## config.mk

```make
export PLATFORM = sky130hd
export DESIGN_NAME = mem_arbiter
export DESIGN_NICKNAME = d
export VERILOG_FILES = /design/src/rtl/mem_arbiter.sv
export SDC_FILE = /design/constraint.sdc
export NUM_CORES = 1
export LEC_CHECK = 0
export BUFFER_PORTS_ARGS = -buffer_cell sky130_fd_sc_hd__buf_4
export CAP_MARGIN = 20
export CORE_MARGIN = 5
export CORE_UTILIZATION = 52
export DETAILED_ROUTE_END_ITERATION = 16
export PLACE_DENSITY = 0.85
export SLEW_MARGIN = 20
export SYNTH_ARGS = -nofsm -noshare
export SYNTH_HDL_FRONTEND = slang
export SYNTH_SLANG_ARGS = --single-unit
export TNS_END_PERCENT = 50
```

## constraint.sdc

```tcl
create_clock -name clk -period 3.48 [get_ports clk]
set_clock_uncertainty 0.15 [all_clocks]
set_input_delay 0.696 -clock clk [delete_from_list [all_inputs] [get_ports clk]]
set_output_delay 0.696 -clock clk [all_outputs]
set_load 0.05 [all_outputs]
```

## src/rtl/mem_arbiter.sv

```systemverilog
// mem_arbiter: round-robin arbiter and handshake sequencer putting fetch and data requests onto the shared byte memory.
// Optional mem_ready watchdog: define MEM_ARB_TIMEOUT_EN (otherwise f_err/d_err stay 0).

module mem_arbiter #(
  parameter int ADDR_W         = 8,
  parameter int DATA_W         = 8,
  parameter int TIMEOUT_CYCLES = 64
) (
  input  logic              clk,
  input  logic              reset_n,
  input  logic              f_req,
  input  logic [ADDR_W-1:0] f_addr,
  output logic [DATA_W-1:0] f_rdata,
  output logic              f_done,
  output logic              f_err,
  input  logic              d_req,
  input  logic              d_we,
  input  logic [ADDR_W-1:0] d_addr,
  input  logic [DATA_W-1:0] d_wdata,
  output logic [DATA_W-1:0] d_rdata,
  output logic              d_done,
  output logic              d_err,
  output logic              mem_read,
  output logic              mem_write,
  output logic [ADDR_W-1:0] mem_address,
  output logic [DATA_W-1:0] mem_write_value,
  input  logic [DATA_W-1:0] mem_read_value,
  input  logic              mem_ready,
  output logic              busy,
  output logic              grant
);

  // state   | meaning
  // IDLE    | no transaction in flight; arbitrate eligible requests
  // ACCESS  | strobe held high until mem_ready=1 is sampled
  // RELEASE | strobes low, waiting for mem_ready=0 before done
  typedef enum logic [1:0] {
    S_IDLE    = 2'd0,
    S_ACCESS  = 2'd1,
    S_RELEASE = 2'd2
  } state_t;

  state_t              state_q, state_d;
  logic                grant_q, grant_d;
  logic                last_q, last_d;
  logic                mem_read_q, mem_read_d;
  logic                mem_write_q, mem_write_d;
  logic [ADDR_W-1:0]   mem_address_q, mem_address_d;
  logic [DATA_W-1:0]   mem_write_value_q, mem_write_value_d;
  logic [DATA_W-1:0]   f_rdata_q, f_rdata_d;
  logic [DATA_W-1:0]   d_rdata_q, d_rdata_d;
  logic                f_done_q, f_done_d;
  logic                d_done_q, d_done_d;
  logic                f_err_q, f_err_d;
  logic                d_err_q, d_err_d;

  logic                f_elig, d_elig;
  logic                pick_data;
  logic                timeout_hit;

  // A requester finishing this cycle still shows req high; ignore it so it is not re-served.
  assign f_elig = f_req && !f_done_q && !f_err_q;
  assign d_elig = d_req && !d_done_q && !d_err_q;

`ifdef MEM_ARB_TIMEOUT_EN
  localparam int CNT_W = (TIMEOUT_CYCLES > 2) ? $clog2(TIMEOUT_CYCLES) : 1;

  logic [CNT_W-1:0] cnt_q, cnt_d;

  assign timeout_hit = (cnt_q == CNT_W'(TIMEOUT_CYCLES - 1));

  always_comb begin
    cnt_d = cnt_q;
    if (state_d != state_q) begin
      cnt_d = '0;
    end else if (state_q != S_IDLE) begin
      cnt_d = cnt_q + 1'b1;
    end
  end

  always_ff @(posedge clk or negedge reset_n) begin
    if (!reset_n) begin
      cnt_q <= '0;
    end else begin
      cnt_q <= cnt_d;
    end
  end
`else
  // Watchdog compiled out: constant false for any legal TIMEOUT_CYCLES.
  assign timeout_hit = (TIMEOUT_CYCLES < 0);
`endif

  always_comb begin
    state_d           = state_q;
    grant_d           = grant_q;
    last_d            = last_q;
    mem_read_d        = mem_read_q;
    mem_write_d       = mem_write_q;
    mem_address_d     = mem_address_q;
    mem_write_value_d = mem_write_value_q;
    f_rdata_d         = f_rdata_q;
    d_rdata_d         = d_rdata_q;
    f_done_d          = 1'b0;
    d_done_d          = 1'b0;
    f_err_d           = 1'b0;
    d_err_d           = 1'b0;
    pick_data         = 1'b0;

    case (state_q)
      S_IDLE: begin
        if (f_elig || d_elig) begin
          pick_data         = d_elig && (!f_elig || !last_q);
          grant_d           = pick_data;
          last_d            = pick_data;
          mem_address_d     = pick_data ? d_addr : f_addr;
          mem_write_value_d = (pick_data && d_we) ? d_wdata : '0;
          mem_write_d       = pick_data && d_we;
          mem_read_d        = !(pick_data && d_we);
          state_d           = S_ACCESS;
        end
      end

      S_ACCESS: begin
        if (mem_ready) begin
          mem_read_d  = 1'b0;
          mem_write_d = 1'b0;
          if (mem_read_q) begin
            if (grant_q) begin
              d_rdata_d = mem_read_value;
            end else begin
              f_rdata_d = mem_read_value;
            end
          end
          state_d = S_RELEASE;
        end else if (timeout_hit) begin
          mem_read_d  = 1'b0;
          mem_write_d = 1'b0;
          f_err_d     = !grant_q;
          d_err_d     = grant_q;
          state_d     = S_IDLE;
        end
      end

      S_RELEASE: begin
        if (!mem_ready) begin
          f_done_d = !grant_q;
          d_done_d = grant_q;
          state_d  = S_IDLE;
        end else if (timeout_hit) begin
          f_err_d = !grant_q;
          d_err_d = grant_q;
          state_d = S_IDLE;
        end
      end

      default: begin
        mem_read_d  = 1'b0;
        mem_write_d = 1'b0;
        state_d     = S_IDLE;
      end
    endcase
  end

  // last resets to data so that fetch wins the first tie.
  always_ff @(posedge clk or negedge reset_n) begin
    if (!reset_n) begin
      state_q           <= S_IDLE;
      grant_q           <= 1'b0;
      last_q            <= 1'b1;
      mem_read_q        <= 1'b0;
      mem_write_q       <= 1'b0;
      mem_address_q     <= '0;
      mem_write_value_q <= '0;
      f_rdata_q         <= '0;
      d_rdata_q         <= '0;
      f_done_q          <= 1'b0;
      d_done_q          <= 1'b0;
      f_err_q           <= 1'b0;
      d_err_q           <= 1'b0;
    end else begin
      state_q           <= state_d;
      grant_q           <= grant_d;
      last_q            <= last_d;
      mem_read_q        <= mem_read_d;
      mem_write_q       <= mem_write_d;
      mem_address_q     <= mem_address_d;
      mem_write_value_q <= mem_write_value_d;
      f_rdata_q         <= f_rdata_d;
      d_rdata_q         <= d_rdata_d;
      f_done_q          <= f_done_d;
      d_done_q          <= d_done_d;
      f_err_q           <= f_err_d;
      d_err_q           <= d_err_d;
    end
  end

  assign mem_read        = mem_read_q;
  assign mem_write       = mem_write_q;
  assign mem_address     = mem_address_q;
  assign mem_write_value = mem_write_value_q;
  assign f_rdata         = f_rdata_q;
  assign d_rdata         = d_rdata_q;
  assign f_done          = f_done_q;
  assign d_done          = d_done_q;
  assign f_err           = f_err_q;
  assign d_err           = d_err_q;
  assign grant           = grant_q;
  assign busy            = (state_q != S_IDLE);

endmodule

```

==> After elaboration in Yosys (flattened, before gate mapping) <==
Cells that the tools add are included.
{ "word_totals": {"register_bits": 40, "inputBits": 38, "out_inout_bits": 40, "elab_cells": 52} }
{ "op_classes": {"n_eq_ne": 5, "n_mux": 15, "n_bitwise": 2, "reduce_logical": 19} }
{ "op_table": {"columns": ["cell", "n"], "rows": [
  ["two-way mux 8 bit", 2],
  ["AND reduction 4 bit", 2],
  ["two-way mux 1 bit", 7],
  ["zero test 1 bit", 6],
  ["two-way mux 2 bit", 3],
  ["!= test 2 bit, second input constant", 3],
  ["one-hot mux 1 bit (3 select lines)", 2],
  ["one-hot mux 2 bit (3 select lines)", 1],
  ["AND reduction 3 bit", 2],
  ["logical AND 1 bit", 4],
  ["equality test 2 x 1 -> 1 bit, second input constant", 1],
  ["equality test 2 bit, second input constant", 1],
  ["zero test 2 bit", 1],
  ["logical OR 1 bit", 2],
  ["inverter 1 bit", 2],
  ["AND reduction 2 bit", 1],
  ["nonzero test 2 bit", 1]
]} }

==> Longest topological paths before layout <==
Gate-level depths: netlist of run 1.
{ "logic_depth": {"word_depth": 9, "depth_mapped": 6, "ltp_nobuf": 3} }

==> Least setup slack after synthesis of run 1 <==
Ideal clock, no wire load.
{ "synth_timing": {"path_kind": "register to output", "startpoint": "register state_q[0]", "endpoint": "output port busy", "t_arrival_ns": 1.124, "required_time_ns": 2.634, "path_slack_ns": 1.510, "stages_incl_launch_ff": 3, "cell_sequence": "dfrtp_1 or2_4 clkbuf_1"} }
{ "synth_via": {"elab_chain_cells": 1} }
{ "synth_rtl": {"columns": ["element", "line_no", "text"], "rows": [
  ["start: declaration", "43", "state_t state_q, state_d;"],
  ["start signal: assignment", "181", "state_q <= state_d;"],
  ["nonzero test 2 bit", "208", "assign busy = (state_q != S_IDLE);"],
  ["end: declaration", "29", "output logic busy,"]
]} }
Every way passes these cells.

==> Worst setup path in the final report of run 1 <==
{ "layout_timing": {"startpoint": "register d_done_q (netlist: d_done)", "endpoint": "register grant_q (netlist: grant)"} }
{ "layout_via": {"elab_chain_cells": 4, "elab_cells_between_ends": 5, "cone_classes": "reduce/logical: 5"} }
{ "layout_rtl": {"columns": ["element", "line_no", "text"], "rows": [
  ["start: declaration", "53", "logic d_done_q, d_done_d;"],
  ["start signal: assignment", "191", "d_done_q <= d_done_d;"],
  ["zero test 1 bit (*)", "63", "assign d_elig = d_req && !d_done_q && !d_err_q;"],
  ["logical AND 1 bit (*)", "63", null],
  ["logical OR 1 bit", "111", "if (f_elig || d_elig) begin"],
  ["AND reduction 2 bit (no line)", null, null],
  ["end signal: assignment", "182", "grant_q <= grant_d;"],
  ["end: declaration", "44", "logic grant_q, grant_d;"]
]} }
Mark *: on every way between the ends. The rest lies on a longest branch, timed or not.
A chain may end at the register's enable or synchronous reset.

==> results of run 1 <==
cell usage in the layout (no fill, tap or decap):
master / n
buf_4: 76
dfrtp_1: 39
mux2_2: 18
o21ai_0: 11
inv_1: 9
mux2i_1: 9
nand4_1: 8
and3b_2: 8
a221oi_1: 8
a2bb2oi_2: 8
clkbuf_8: 5
nand2b_1: 4
nor3_1: 2
nand2_1: 2
nand4b_1: 2
conb_1: 2
or2_4: 1
and2b_1: 1
nand3b_1: 1
a21oi_4: 1
a21boi_0: 1
and3b_1: 1
nor2_1: 1
and3_1: 1
a21o_1: 1
nor2_2: 1
or2_1: 1
clkbuf_1: 1
clkinv_2: 1
dfstp_2: 1
registers in the layout, summed over array words and instances (netlist names):
name and count:
d_rdata 8, state_q 2, f_rdata 8, f_done 1, grant 1, mem_write 1
mem_write_value 8, last_q 1, mem_address 8, d_done 1, mem_read 1
routing by layer:
layer / up-vias / share of wire, % / global-route usage (%) / wire [um]
met3: 0 / 9.8 / 7.854 / 419
met1: 697 / 43 / 22.42 / 1834
met5: - / 0 / 0 / 0
met2: 57 / 47 / 26.94 / 2024
li1: 696 / - / - / -
met4: 0 / 0 / 3.549 / 0
cell type report:
| type | instances | area, sq um | area share, % |
|---|---|---|---|
| Inverter | 9 | 33.78 | 1.316 |
| Clock inverter | 1 | 5.005 | 0.1950 |
| Multi-Input combinational cell | 93 | 822.0 | 32.03 |
| Timing Repair Buffer | 76 | 570.5 | 22.23 |
| Tap cell | 48 | 60.06 | 2.340 |
| Sequential cell | 40 | 1002 | 39.05 |
| Clock buffer | 6 | 72.57 | 2.828 |
cells by family (layout without fill, tap and decap cells):
| kind of cell | Yosys count | in the layout | share of synthesized area (%) |
|---|---|---|---|
| compound gates | 30 | 30 | 14.09 |
| mux | 27 | 27 | 14.91 |
| simple gates | 34 | 34 | 12.49 |
| flops | 40 | 40 | 51.05 |
| buf+inv | 22 | 92 | 7.265 |
| other cells | 1 | 2 | 0.1910 |
per-stage QoR:
stage / hold slack (ns) / setup slack, ns / instance area (sq um)
5_1_grt: 0.2580 / 1.176 / 2566
4_1_cts: 0.2355 / 1.379 / 2566
3_5_place_dp: 0.3452 / 1.139 / 2489
2_1_floorplan: 0.2504 / 1.510 / 1967
3_3_place_gp: 0.3414 / 1.155 / 2489
6_report: 0.2284 / 1.371 / 2566
worst min-delay path by stage:
stage	cells past startpoint	startpoint	endpoint
after CTS	1	reset_n	mem_read$_DFFE_PN0P_
after global routing	1	reset_n	mem_address[4]$_DFFE_PN0P_
final	1	reset_n	mem_address[4]$_DFFE_PN0P_
after detailed placement	1	d_rdata[4]$_DFFE_PN0P_	d_rdata[4]$_DFFE_PN0P_
after floorplan	0	reset_n	d_done$_DFF_PN0_
after global placement	1	d_rdata[2]$_DFFE_PN0P_	d_rdata[2]$_DFFE_PN0P_
power by group:
group | internal [uW] | switching (uW) | total [uW] | leakage (uW)
Clock | 136 | 148 | 284 | 0.0000410
Sequential | 677 | 137 | 814 | 0.000492
Combinational | 577 | 1050 | 1620 | 0.000680
Total | 1390 | 1330 | 2720 | 0.00121
worst register-to-register path, delay by kind of cell, from the launching register on:
kind / cells / cell delay [ns]
AO/OA/AOI/OAI: 1 / 0.54
flip-flops: 1 / 0.46
AND/OR/NAND/NOR: 1 / 0.46
multiplexers: 1 / 0.39
==> flow_summary.yaml, run 1 <==
power:
  power.total_uw: 2722
  p_leak_uw: 0.001213
  vdd_drop_max_uv: 746.8
  power_density_nw_per_um2: 1061
logic_synthesis:
  syn_inst: 154
  synth_area_sq_um: 1963
  ys_seq_elements: 40
  yosysMostFrequentCell: "dfrtp_1"
  ys.flop_type: "dfrtp_1"
  yosysUniqueCellTypes: 31
  yosys.area.top_type: "dfrtp_1"
  async_reset_ff_share_pct: 100.0
  syn_avg_cell_area_sq_um: 12.75
  yosys_warnings: 0
  synth_top_area_share_pct: 49.71
  synth_common_cells: "dfrtp_1, mux2_2, o21ai_0"
  ys_top_cells_by_area: "dfrtp_1, mux2_2, a2bb2oi_2"
  synth-edff-count: 0
  synth-seq-area-share_pct: 51.05
global_routing:
  grtUsageTotal_pct: 17.32
  grt_pass1_vias: 1496
  grt-ovfl-total: 0
  grt_pass1_wl_um: 6982
  grt_antenna_before_repair: 0
  grt_max_degree: 41
setup_path:
  r2r-start: "d_done$_DFF_PN0_"
  path_max_fanout: 19
  path_cells: "nand2b_1 > a21oi_4 > mux2_2"
  worstReg2RegEnd: "grant$_DFFE_PN0P_"
  cp_top_family: "compound AO/OA/AOI/OAI gates"
  cpMaxStageDelayCell: "a21oi_4"
  r2r_cells: 3
  startpoint: "d_done$_DFF_PN0_"
  end_kind: "flip-flop"
  cp-endpoint: "grant$_DFFE_PN0P_"
  path_buf_inv: 0
  cp.depth: 3
  startpoint_type: "flip-flop"
  worst-r2r-setup-slack_ns: 1.37
  criticalPathCategory: "reg2reg"
  worstPathRequired_ns: 3.50
  cp_data_arrival_time_ns: 2.13
  cpPeakStageDelay_ns: 0.54
cells_and_area:
  fin_cells: 273
  fin_util_pct: 70.10
  syn_to_final_growth_pct: 30.72
  nFillCells: 291
  final_nets: 263
  drive_gt1_share_pct: 53.33
  n_antenna_cell: 0
routing:
  drt_pass1_iterations: 4
  avgViaCountPerCell: 5.311
  wire_per_inst_um: 15.67
  drcViolationCount: 0
  drt-initial-drc-count: 101
  wirelength_um: 4278
  routed-via-count: 1450
  drtAntennaViolNets: 0
min_path:
  hold_class: "in2async"
floorplanning:
  rows: 22
  chipWidth_um: 71.45
  die_h_um: 71.45
  ios: 78
  start_util_pct: 53.62
  core-area_sq_um: 3661
  die_area_sq_um: 5104
flow_run:
  maxCapViolCount: 0
timing:
  rsz0062_at_grt: "no"
  period_needed_ns: 2.109
  max_freq_mhz: 474.2
  slew_viol_final: 0
  timing.final.crit_share_pct: 60.60
  max-slew-margin-rel_pct: 56.22
  tightest_slew_ns: 0.6548
  fin_setup_tns_ns: 0
  finalHoldViolations: 0
  finalSetupViolations: 0
cts:
  clk_pin_slew_ns: 0.07
  cts-buffers-inserted: 5
  cts_resized: 0
  cts.hold.buffers_added: 0
  cts_root_buf: "clkbuf_8"
  cts_setup_buffers: 0
  clock_latency_ns: 0.28
  cts_tree: "done"
  htree_levels: 2
  clkSinkCount: 40
  clockBufferDepth: 2
placement:
  portBuffers: 75
  hpwl_um: 3193
  gp_congestion: 0.7598
  placedCellCount: 266
status:
  status: "finished, final reports clean"
Power figures use the tool's default switching activity.
==> run 2: changes to the inputs <==
--- a/config.mk
+++ b/config.mk
@@ -5,12 +5,13 @@
 export SDC_FILE = /design/constraint.sdc
 export NUM_CORES = 1
 export LEC_CHECK = 0
+export ABC_AREA = 1
 export BUFFER_PORTS_ARGS = -buffer_cell sky130_fd_sc_hd__buf_4
 export CAP_MARGIN = 20
 export CORE_MARGIN = 5
-export CORE_UTILIZATION = 52
+export CORE_UTILIZATION = 47
 export DETAILED_ROUTE_END_ITERATION = 16
-export PLACE_DENSITY = 0.85
+export PLACE_DENSITY = 0.79
 export SLEW_MARGIN = 20
 export SYNTH_ARGS = -nofsm -noshare
 export SYNTH_HDL_FRONTEND = slang
==> constraint.sdc (replaced) <==
create_clock -name clk -period 2.2 [get_ports clk]
set_clock_uncertainty 0.15 [all_clocks]
set_input_delay 0.44 -clock clk [delete_from_list [all_inputs] [get_ports clk]]
set_output_delay 0.44 -clock clk [all_outputs]
set_load 0.05 [all_outputs]
==> run 2 against run 1 <==
  * Hold slack worse by 0.030 ns
  * Count of clock-buffer cells in the layout rose by 1
  * Utilization fell by 1.9 points
  * Global-route usage is essentially flat
  * Combinational power up 49%
  * Final cell count rose by 22%
  * Critical endpoint is now busy
  * Largest cell class unchanged
  * Highest routed layer is now met4
==> flow_summary.yaml, run 2 <==
setup_path:
  criticalPathCategory: "reg2out"
  startpoint_type: "flip-flop"
  cp_data_arrival_time_ns: 1.20
  cpPeakStageDelay_ns: 0.42
  startpoint: "state_q[0]$_DFFE_PN0P_"
  path_buf_inv: 2
  path_max_fanout: 4
  worstPathRequired_ns: 1.61
  cp_top_family: "flip-flops"
  path_cells: "nor2_1 > inv_1 > buf_4"
  cpMaxStageDelayCell: "dfrtp_1"
  end_kind: "output port"
  r2r-start: "grant$_DFFE_PN0P_"
logic_synthesis:
  synthAdderAreaFrac_pct: 0
  synth.area.mux_share_pct: 0
  async_reset_ff_share_pct: 100.0
  syn_inst: 205
  synth-seq-area-share_pct: 55.90
  synth_common_cells: "nand2_1, inv_1, dfrtp_1"
  yosysMostFrequentCell: "nand2_1"
  synth_xor_area_share_pct: 0
  ys_top_cells_by_area: "dfrtp_1, nand2_1, inv_1"
  yosysUniqueCellTypes: 23
  ys.flop_type: "dfrtp_1"
  yosys_warnings: 0
  synth-simple-area-share_pct: 24.28
  synth_top_family_by_area: "simple AND/OR/NAND/NOR gates"
  synth_area_sq_um: 1793
  synth-edff-count: 0
  synth-compound-area-share_pct: 8.234
  syn_avg_cell_area_sq_um: 8.746
  ys_seq_elements: 40
  synth_top_area_share_pct: 54.43
  yosys.area.top_type: "dfrtp_1"
flow_run:
  maxCapViolCount: 0
cts:
  clockBufferDepth: 2
  cts_setup_buffers: 0
  clock_latency_ns: 0.29
  cts.hold.buffers_added: 1
  htree_levels: 2
  clk_pin_slew_ns: 0.08
  clkSinkCount: 40
  cts_root_buf: "clkbuf_8"
  cts_tree: "done"
  cts-buffers-inserted: 5
  cts_resized: 0
routing:
  wire_per_inst_um: 12.59
  routed-via-count: 1567
  wirelength_um: 4192
  avgViaCountPerCell: 4.706
  drtAntennaViolNets: 0
  drt-initial-drc-count: 74
  drt_pass1_iterations: 4
  drcViolationCount: 0
status:
  status: "finished, final reports clean"
global_routing:
  grt_pass1_vias: 1592
  grt_max_degree: 41
  grt_pass1_wl_um: 7086
  grtUsageTotal_pct: 17.33
  grt_antenna_before_repair: 0
  grt-ovfl-total: 0
timing:
  timing.final.crit_share_pct: 81.29
  period_needed_ns: 1.788
  finalHoldViolations: 0
  max-slew-margin-rel_pct: 63.16
  rsz0062_at_grt: "no"
  slew_viol_final: 0
  tightest_slew_ns: 0.5508
  max_freq_mhz: 559.2
  fin_setup_tns_ns: 0
  finalSetupViolations: 0
floorplanning:
  ios: 78
  die_area_sq_um: 5150
  core-area_sq_um: 3689
  chipWidth_um: 71.77
  rows: 22
  die_h_um: 71.77
  start_util_pct: 48.61
power:
  power_density_nw_per_um2: 1728
  vdd_drop_max_uv: 1142
  p_leak_uw: 0.001381
min_path:
  min_from: "mem_ready"
  hold_class: "in2reg"
cells_and_area:
  final_nets: 322
  layout_commonest_cell: "buf_4"
  regArea_sq_um: 1002
  syn_to_final_growth_pct: 40.20
  multi_input_area_sq_um: 590.6
  nFillCells: 327
  n_antenna_cell: 0
  fin_cells: 333
  final_cell_mix: "buf_4, nand2_1, inv_1"
  drive_gt1_share_pct: 32.98
  fin_util_pct: 68.15
placement:
  hpwl_um: 3189
  gp_congestion: 0.8149
  placedCellCount: 324
  portBuffers: 75
-- run 2: power breakdown --
part | switching, uW | total [uW] | internal (uW)
clock network | 253 | 654 | 400
logic | 1730 | 2410 | 678
registers | 201 | 1280 | 1080
total | 2190 | 4340 | 2160
-- run 2: area by class of cell --
class,count,area share (%)
Clock inverter,1,1.195
Clock buffer,7,3.833
Timing Repair Buffer,77,23.10
Inverter,41,6.122
Tap cell,48,2.389
Multi-Input combinational cell,119,23.49
Sequential cell,40,39.87
-- run 2: worst paths after layout --
check                                               to  slack (ns)  cells past startpoint
worst max-delay path                              busy        0.41                      3
worst min-delay path                  d_done$_DFF_PN0_        0.20                      2
worst max register to register  f_rdata[2]$_DFFE_PN0P_        0.62                      4
worst min register to register      last_q$_DFFE_PN1P_        0.33                      2
max in group asynchronous           last_q$_DFFE_PN1P_        1.02                      2
min in group asynchronous       d_rdata[1]$_DFFE_PN0P_        0.51                      2
-- run 2: logic make-up (layout without fill, tap and decap cells) --
| group | count (synthesis) | after routing |
|---|---|---|
| AO/OA/AOI/OAI | 28 | 28 |
| flip-flops | 40 | 40 |
| other | 1 | 2 |
| AND/OR/NAND/NOR | 89 | 89 |
| buffers and inverters | 47 | 126 |
-- run 2: stage by stage --
stage	hold slack (ns)	worst slack, ns	total power (uW)	area, sq um
finish	0.1984	0.4117	4345	2514
global route	0.2131	0.3233	4596	2514
CTS	0.1927	0.3938	4383	2514
detailed placement	0.2915	0.5429	3722	2377
global placement	0.2899	0.5893	3676	2377
floorplan	-0.005591	0.5980	2967	1797
-- run 2: metal layers --
layer | part of all wire [%] | GRT usage, % | vias up
met2 | 49 | 29.39 | 48
li1 | - | - | 781
met1 | 43 | 21.24 | 734
met5 | 0 | 0 | -
met3 | 8.1 | 6.452 | 4
met4 | 0.36 | 3.340 | 0
